[src/rtl/idex_pipe_reg.sv]
// ID/EX pipeline register with valid/ready handshake, load-use stall (including a load
// still waiting in MEM) and wrong-path squash of the ID instruction on a taken EX branch.
//
// Handshake: a transfer happens on a clock edge where valid and ready are both high.
// Upstream (ID->EX) transfers when in_valid & in_ready; downstream (EX->MEM) when
// out_valid & out_ready. in_ready never depends on in_valid. With FlushE high, in_ready
// is forced high so ID consumes its wrong-path instruction, and nothing is captured.
module idex_pipe_reg #(
   parameter int XLEN           = 32,
   parameter int REG_LENGTH     = 5,
   parameter int PC_SRC_LENGTH  = 2,
   parameter int CTRL_W         = 16,
   parameter int PC_SRC_PCPLUS4 = 0
) (
   input  logic                     clk,
   input  logic                     rstn,

   input  logic                     in_valid,
   output logic                     in_ready,
   input  logic [XLEN-1:0]          PCD,
   input  logic [XLEN-1:0]          RD1D,
   input  logic [XLEN-1:0]          RD2D,
   input  logic [XLEN-1:0]          ImmExtD,
   input  logic [REG_LENGTH-1:0]    Rs1D,
   input  logic [REG_LENGTH-1:0]    Rs2D,
   input  logic [REG_LENGTH-1:0]    RdD,
   input  logic                     RegWriteD,
   input  logic                     MemReadD,
   input  logic [PC_SRC_LENGTH-1:0] PCSrcD,
   input  logic [CTRL_W-1:0]        CtrlD,

   input  logic                     FlushE,
   input  logic                     MemAdvM,

   output logic                     out_valid,
   input  logic                     out_ready,
   output logic [XLEN-1:0]          PCE,
   output logic [XLEN-1:0]          RD1E,
   output logic [XLEN-1:0]          RD2E,
   output logic [XLEN-1:0]          ImmExtE,
   output logic [REG_LENGTH-1:0]    Rs1E,
   output logic [REG_LENGTH-1:0]    Rs2E,
   output logic [REG_LENGTH-1:0]    RdE,
   output logic                     RegWriteE,
   output logic                     MemReadE,
   output logic [PC_SRC_LENGTH-1:0] PCSrcE,
   output logic [CTRL_W-1:0]        CtrlE,

   output logic                     dbgLuState,
   output logic [REG_LENGTH-1:0]    dbgPendRd
);

   localparam logic [0:0] LU_IDLE = 1'b0;
   localparam logic [0:0] LU_M    = 1'b1;

   logic [0:0]            luState;
   logic [REG_LENGTH-1:0] pendRd;

   logic drain;
   logic accept;
   logic isLoadE;
   logic exHit;
   logic memHit;
   logic luHit;

   assign drain   = out_valid & out_ready;
   assign isLoadE = MemReadE & RegWriteE;

   // Load sitting in EX whose result the ID instruction needs.
   assign exHit = out_valid & isLoadE & (RdE != '0) &
                  ((RdE == Rs1D) | (RdE == Rs2D));

   // Load that already left EX but has not yet reached WB, so nothing can forward it.
   assign memHit = (luState == LU_M) & (pendRd != '0) &
                   ((pendRd == Rs1D) | (pendRd == Rs2D));

   assign luHit = exHit | memHit;

   assign in_ready = FlushE | ((~out_valid | out_ready) & ~luHit);
   assign accept   = in_valid & in_ready & ~FlushE;

   // Payload: only loaded on accept, otherwise holds (including across a drain).
   always_ff @(posedge clk) begin
      if (!rstn) begin
         PCE     <= '0;
         RD1E    <= '0;
         RD2E    <= '0;
         ImmExtE <= '0;
         Rs1E    <= '0;
         Rs2E    <= '0;
         RdE     <= '0;
         PCSrcE  <= PC_SRC_LENGTH'(PC_SRC_PCPLUS4);
         CtrlE   <= '0;
      end else if (accept) begin
         PCE     <= PCD;
         RD1E    <= RD1D;
         RD2E    <= RD2D;
         ImmExtE <= ImmExtD;
         Rs1E    <= Rs1D;
         Rs2E    <= Rs2D;
         RdE     <= RdD;
         PCSrcE  <= PCSrcD;
         CtrlE   <= CtrlD;
      end
   end

   // Valid and side-effect flags clear on a drain so a bubble never looks like a writer.
   always_ff @(posedge clk) begin
      if (!rstn) begin
         out_valid <= 1'b0;
         RegWriteE <= 1'b0;
         MemReadE  <= 1'b0;
      end else if (accept) begin
         out_valid <= 1'b1;
         RegWriteE <= RegWriteD;
         MemReadE  <= MemReadD;
      end else if (drain) begin
         out_valid <= 1'b0;
         RegWriteE <= 1'b0;
         MemReadE  <= 1'b0;
      end
   end

   // Tracks one load between EX and WB; EX/MEM holds out_ready low while MEM is occupied.
   always_ff @(posedge clk) begin
      if (!rstn) begin
         luState <= LU_IDLE;
         pendRd  <= '0;
      end else begin
         case (luState)
            LU_IDLE: begin
               if (drain & isLoadE) begin
                  luState <= LU_M;
                  pendRd  <= RdE;
               end
            end
            LU_M: begin
               if (drain & isLoadE) begin
                  luState <= LU_M;
                  pendRd  <= RdE;
               end else if (MemAdvM) begin
                  luState <= LU_IDLE;
               end
            end
            default: begin
               luState <= LU_IDLE;
            end
         endcase
      end
   end

   assign dbgLuState = luState;
   assign dbgPendRd  = pendRd;

endmodule

[config.mk]
export PLATFORM = sky130hd
export DESIGN_NAME = idex_pipe_reg
export DESIGN_NICKNAME = d
export VERILOG_FILES = /design/src/rtl/idex_pipe_reg.sv
export SDC_FILE = /design/constraint.sdc
export NUM_CORES = 1
export LEC_CHECK = 0
export CORE_AREA = 3 3 129 131
export DETAILED_ROUTE_END_ITERATION = 6
export DIE_AREA = 0 0 132 134
export DONT_BUFFER_PORTS = 1
export PLACE_DENSITY_LB_ADDON = 0.08
export SYNTH_ARGS = -nofsm -noshare
export SYNTH_HDL_FRONTEND = slang
export SYNTH_SLANG_ARGS = --single-unit
[constraint.sdc]
create_clock -name clk -period 3.4 [get_ports clk]
set_clock_uncertainty 0.05 [all_clocks]
set_input_delay 0.68 -clock clk [delete_from_list [all_inputs] [get_ports clk]]
set_output_delay 0.68 -clock clk [all_outputs]
set_load 0.02 [all_outputs]
==> flow_summary_export.csv, run 1 <==
group,metric,value,unit
run_status,status,"finished clean",
clock_network,postCtsHoldBufs,0,
die,dieArea,17700,um2
synthesis,seq_area_frac_synth,48.8,%
sta,fmax,326,MHz
drt,via_count,4880,
finish,layout_common_cells,"326 x nand2_1, 170 x dfxtp_1, 168 x mux2i_1, 20 x xor2_1, 17 x clkbuf_16",
finish,nets,904,
sta,final_max_slew_viol_count,0,
drt,routedLengthMet1,6490,um
worst_setup_path,start_kind,"flop",
sta,hold_viol,0,
sta,fin_crit,3.07,ns
synthesis,avgSynthCellArea,9.08,um2
drt,routed_wl,17300,um
finish,final_layout_size_suffix_gt1_share,4.55,%
grt,first_global_vias,4831,
drt,antenna_left,0,
worst_setup_path,rr_endpoint,"RD1E[11]",
hold_path,hold_end,"RD1E[12]",
drt,dr_wl_met2,8430,um
grt,antenna_found_initial,0,
placed_design,globalplace.congestion,0.757,
finish,antennaDiodeCount,0,
worst_setup_path,r2r-start,"RdE[1]",
worst_setup_path,cp.required,2.67,ns
worst_setup_path,end_kind,"output port",
worst_setup_path,cp_max_fo,6,
die,die_w,132,um
drt,wl_per_cell,18.0,um
die,core-area,15700,um2
power_and_ir_drop,irDropWorstVdd,342,uV
grt,grt_max_degree,333,
drt,top_layer_used,"met4",
worst_setup_path,reg2regPathDepth,6,
clock_network,cts_max_path_buffers,2,
drt,drc,0,
clock_network,cts_root_buf,"clkbuf_16",
drt,wl_met3,1980,um
run,cap_violations,0,
die,ioPinCount,340,
grt,grt.total_usage,18.6,%
synthesis,synth_top_area_cell,"dfxtp_1",
synthesis,synthTopCellsByArea,"dfxtp_1 49%, mux2i_1 24%, nand2_1 18%",
sta,fin_tns_setup,0,ns
die,die-height,134,um
sta,maxSlewHeadroom,61.7,%
clock_network,clock-sinks,170,
drt,drt_pass1_iterations,4,
sta,max_slew.worst_pin.slew,0.574,ns
clock_network,insertion_delay,0.42,ns
placed_design,placed_area,7000,um2
grt,grt_pass1_wl,26200,um
clock_network,cts_tree,"yes",
clock_network,htree_levels,4,
placed_design,placedCellCount,932,
sta,rsz0062_at_grt,"false",
synthesis,syn_nets,937,
synthesis,synthDistinctLibCells,22,
hold_path,min_from,"RD1D[12]",
synthesis,syn_area,6980,um2
finish,instances_no_fill,964,
clock_network,cts_resized,0,
synthesis,synth_top_area_share,48.8,%
finish,final_cell_area,7610,um2
drt,drt-vias-per-instance,5.06,
synthesis,synth_edf_count,0,
clock_network,clk_pin_slew_worst_paths,0.07,ns
placed_design,port_buffers,0,
synthesis,async_flop_share,0,%
die,start_util,44.4,%
worst_setup_path,crit_type,"flop to output port",
drt,detail_route.iter0.violations,227,
sta,period_share,90.2,%
placed_design,dp_hpwl,12100,um
synthesis,ys_ff_latch,170,
synthesis,ys_warn_count,0,
synthesis,synthCells,768,
die,core.rowCount,46,
hold_path,min_path_cells,2,
sta,setup_viol,0,
worst_setup_path,reg2reg_slack,0.64,ns
worst_setup_path,cp.arrival,2.34,ns
finish,area_delta_synth_final,9.08,%
grt,overflow,0,
clock_network,cts_setup_buffers,0,
power_and_ir_drop,power_density,595,nW/um2
hold_path,min_path_type,"input port to flop",
clock_network,numCtsBuffers,17,
synthesis,synth-main-ff-cell,"dfxtp_1",
power_and_ir_drop,leakage,0.00305,uW
finish,layout_commonest_cell,"nand2_1",
-- area by class of cell --
| class | count | area (um2) |
|---|---|---|
| clock inverters | 8 | 109 |
| fillers | 1501 | 8100 |
| multi-input cells | 543 | 3280 |
| repair buffers | 3 | 47.5 |
| clock buffers | 24 | 502 |
| flip-flops and latches | 170 | 3400 |
| well taps | 216 | 270 |
-- cells in the mapped netlist, types with 4 or more instances --
library cell,instances
buf_4,10
buf_6,8
clkbuf_1,37
dfxtp_1,170
mux2i_1,168
nand2_1,326
nor2_1,4
nor2b_1,6
nor3_1,4
xor2_1,20
-- critical path, cell delays in order, from the launching register on --
cell	delay, ns
dfxtp_1	0.46
or4_1	0.57
o2111ai_1	0.19
o22ai_1	0.19
o21bai_1	0.51
-- registers in the layout (all words and copies together) (netlist names), 2 cells and up --
signal,cells
ImmExtE,32
Rs1E,5
RD2E,32
PCE,32
dbgPendRd,5
CtrlE,16
PCSrcE,2
Rs2E,5
RdE,5
RD1E,32
-- worst max-delay path by stage --
stage | to | start | slack (ns) | depth (start not counted)
final | in_ready | RdE[1] | 0.33 | 4
after global routing | in_ready | RdE[1] | 0.26 | 4
after CTS | in_ready | RdE[1] | 0.32 | 4
after detailed placement | PCE[29] | RdE[0] | 0.66 | 6
after global placement | RD1E[23] | RdE[0] | 0.75 | 6
after floorplan | in_ready | RdE[0] | 1.07 | 4
-- power breakdown --
| group | internal [uW] | switching (uW) | leakage [uW] |
|---|---|---|---|
| clock | 1190 | 790 | 0.000289 |
| sequential | 2090 | 206 | 0.00139 |
| combinational | 126 | 123 | 0.00137 |
| total | 3410 | 1120 | 0.00305 |
-- metrics by stage --
stage | worst slack [ns] | total power, uW | utilization, % | hold WS (ns)
after floorplan | 1.07 | 2590 | - | 0.483
after global placement | 0.754 | 2580 | 44.5 | 0.495
after detailed placement | 0.663 | 2600 | 44.5 | 0.497
after CTS | 0.324 | 4580 | 48.4 | 0.325
after global routing | 0.260 | 4690 | 48.4 | 0.324
final | 0.332 | 4520 | 48.4 | 0.344
-- cell families (layout without fill, tap and decap cells) --
family          count (synthesis)  after routing  share of synthesized area [%]
xor+xnor                       20             20                           2.51
simple gates                  346            346                           19.3
compound gates                  9              9                          0.933
buf+inv                        55             35                           4.36
mux                           168            168                           24.1
flops                         170            170                           48.8
-- routing by layer --
metal / global-route usage, % / vias to the layer above
met1: 20.2 / 2213
met5: 0 / -
li1: - / 2421
met3: 9.49 / 26
met2: 31.0 / 220
met4: 7.58 / 0
Note: power is estimated with default switching activity, not from simulation.
==> run 2, diff against run 1 <==
==> constraint.sdc (replaced) <==
create_clock -name clk -period 3.4 [get_ports clk]
set_clock_uncertainty 0.05 [all_clocks]
set_input_delay 0.34 -clock clk [delete_from_list [all_inputs] [get_ports clk]]
set_output_delay 0.34 -clock clk [all_outputs]
set_load 0.02 [all_outputs]
==> flow_summary_export.csv, run 2 (synthesized netlist as in run 1, its figures left out) <==
group,metric,value,unit
worst_setup_path,start_kind,"flop",
placed_design,port_buffers,0,
worst_setup_path,reg2regPathDepth,6,
hold_path,min_path_cells,2,
die,start_util,44.4,%
run_status,status,"finished clean",
power_and_ir_drop,power_density,528,nW/um2
finish,nets,990,
placed_design,globalplace.congestion,0.753,
die,core.rowCount,46,
sta,period_share,80.7,%
worst_setup_path,crit_cells,6,
hold_path,min_path_type,"input port to flop",
placed_design,placed_area,6990,um2
worst_setup_path,max_stage_delay,0.56,ns
worst_setup_path,cpMaxStageDelayCell,"or4_1",
placed_design,dp_hpwl,12100,um
sta,setup_viol,0,
grt,overflow,0,
worst_setup_path,critical_path_buf_inv_count,1,
finish,antennaDiodeCount,0,
power_and_ir_drop,leakage,0.00338,uW
clock_network,cts_tree,"yes",
sta,hold_ws,0.0193,ns
worst_setup_path,cp_top_family,"simple AND/OR/NAND/NOR gates",
placed_design,pre_cts_slack,0.687,ns
sta,rsz0062_at_grt,"false",
die,core-area,15700,um2
finish,fin_util,53.5,%
worst_setup_path,r2r-start,"RdE[1]",
finish,final_cell_area,8410,um2
worst_setup_path,reg2reg_slack,0.66,ns
worst_setup_path,cp_max_fo,82,
drt,wl_per_cell,17.2,um
drt,antenna_left,0,
clock_network,htree_levels,4,
worst_setup_path,cp.required,3.68,ns
drt,via_count,5250,
grt,first_global_vias,5286,
die,dieArea,17700,um2
sta,setup_ws,0.658,ns
finish,final_layout_size_suffix_gt1_share,3.49,%
finish,layout_commonest_cell,"nand2_1",
sta,max_slew.worst_pin.slew,0.585,ns
sta,fmax,365,MHz
sta,fin_tns_setup,0,ns
sta,maxSlewHeadroom,61.0,%
power_and_ir_drop,irDropWorstVdd,327,uV
clock_network,cts_root_buf,"clkbuf_16",
finish,area_delta_synth_final,20.5,%
run,cap_violations,0,
sta,hold_viol,0,
worst_setup_path,crit_type,"flop to flop",
clock_network,clock-sinks,170,
worst_setup_path,startpoint,"RdE[1]",
drt,drt-vias-per-instance,5.01,
grt,antenna_found_initial,0,
finish,layout_common_cells,"326 x nand2_1, 170 x dfxtp_1, 168 x mux2i_1, 87 x dlygate4sd3_1, 20 x xor2_1",
worst_setup_path,cp.arrival,3.02,ns
clock_network,cts_setup_buffers,0,
die,die-height,134,um
worst_setup_path,end_kind,"flop",
sta,fin_crit,2.74,ns
clock_network,postCtsHoldBufs,86,
drt,drc,0,
clock_network,numCtsBuffers,17,
drt,routed_wl,18000,um
grt,grt_max_degree,333,
hold_path,min_from,"PCD[5]",
die,ioPinCount,340,
clock_network,clk_pin_slew_worst_paths,0.06,ns
grt,grt_pass1_wl,27300,um
clock_network,cts_max_path_buffers,2,
drt,drt_pass1_iterations,7,
grt,grt.total_usage,19.2,%
worst_setup_path,crit_chain,"or4_1 -> o2111ai_1 -> o22ai_1 -> nor4b_4 -> buf_12 -> mux2i_1",
clock_network,insertion_delay,0.41,ns
clock_network,cts_resized,0,
die,die_w,132,um
drt,detail_route.iter0.violations,248,
sta,final_max_slew_viol_count,0,
==> run 2: cell type report <==
| cell class | instances | area, um2 |
|---|---|---|
| clock inverter | 6 | 67.6 |
| fill | 1437 | 7310 |
| multi-input combinational | 543 | 3280 |
| clock buffer | 23 | 478 |
| tap | 216 | 270 |
| sequential | 170 | 3400 |
| timing repair buffer | 89 | 911 |
==> run 2: path summary, 6_finish.rpt <==
kind,to
setup / recovery,CtrlE[9]
setup reg to reg,CtrlE[9]
hold reg to reg,CtrlE[12]
hold / removal,PCE[5]
==> run 2: metrics by stage <==
step | cells | power [uW]
global route | 1047 | 4620
global placement | 931 | 2580
finish | 1047 | 4440
CTS | 1046 | 4490
detailed placement | 931 | 2600
floorplan | 768 | 2590
==> run 2: report_power, final <==
part           switching (uW)  internal, uW  total [uW]
sequential                207          2090        2300
combinational             141           190         331
clock                     749          1060        1800
total                    1100          3340        4440
==> run 2: layer usage <==
metal	share of wire (%)	vias to the layer above	track usage, %
met2	47	230	32.6
met5	0	-	0
met1	38	2407	19.7
met3	11	34	10.5
met4	3.2	0	8.34
li1	-	2579	-
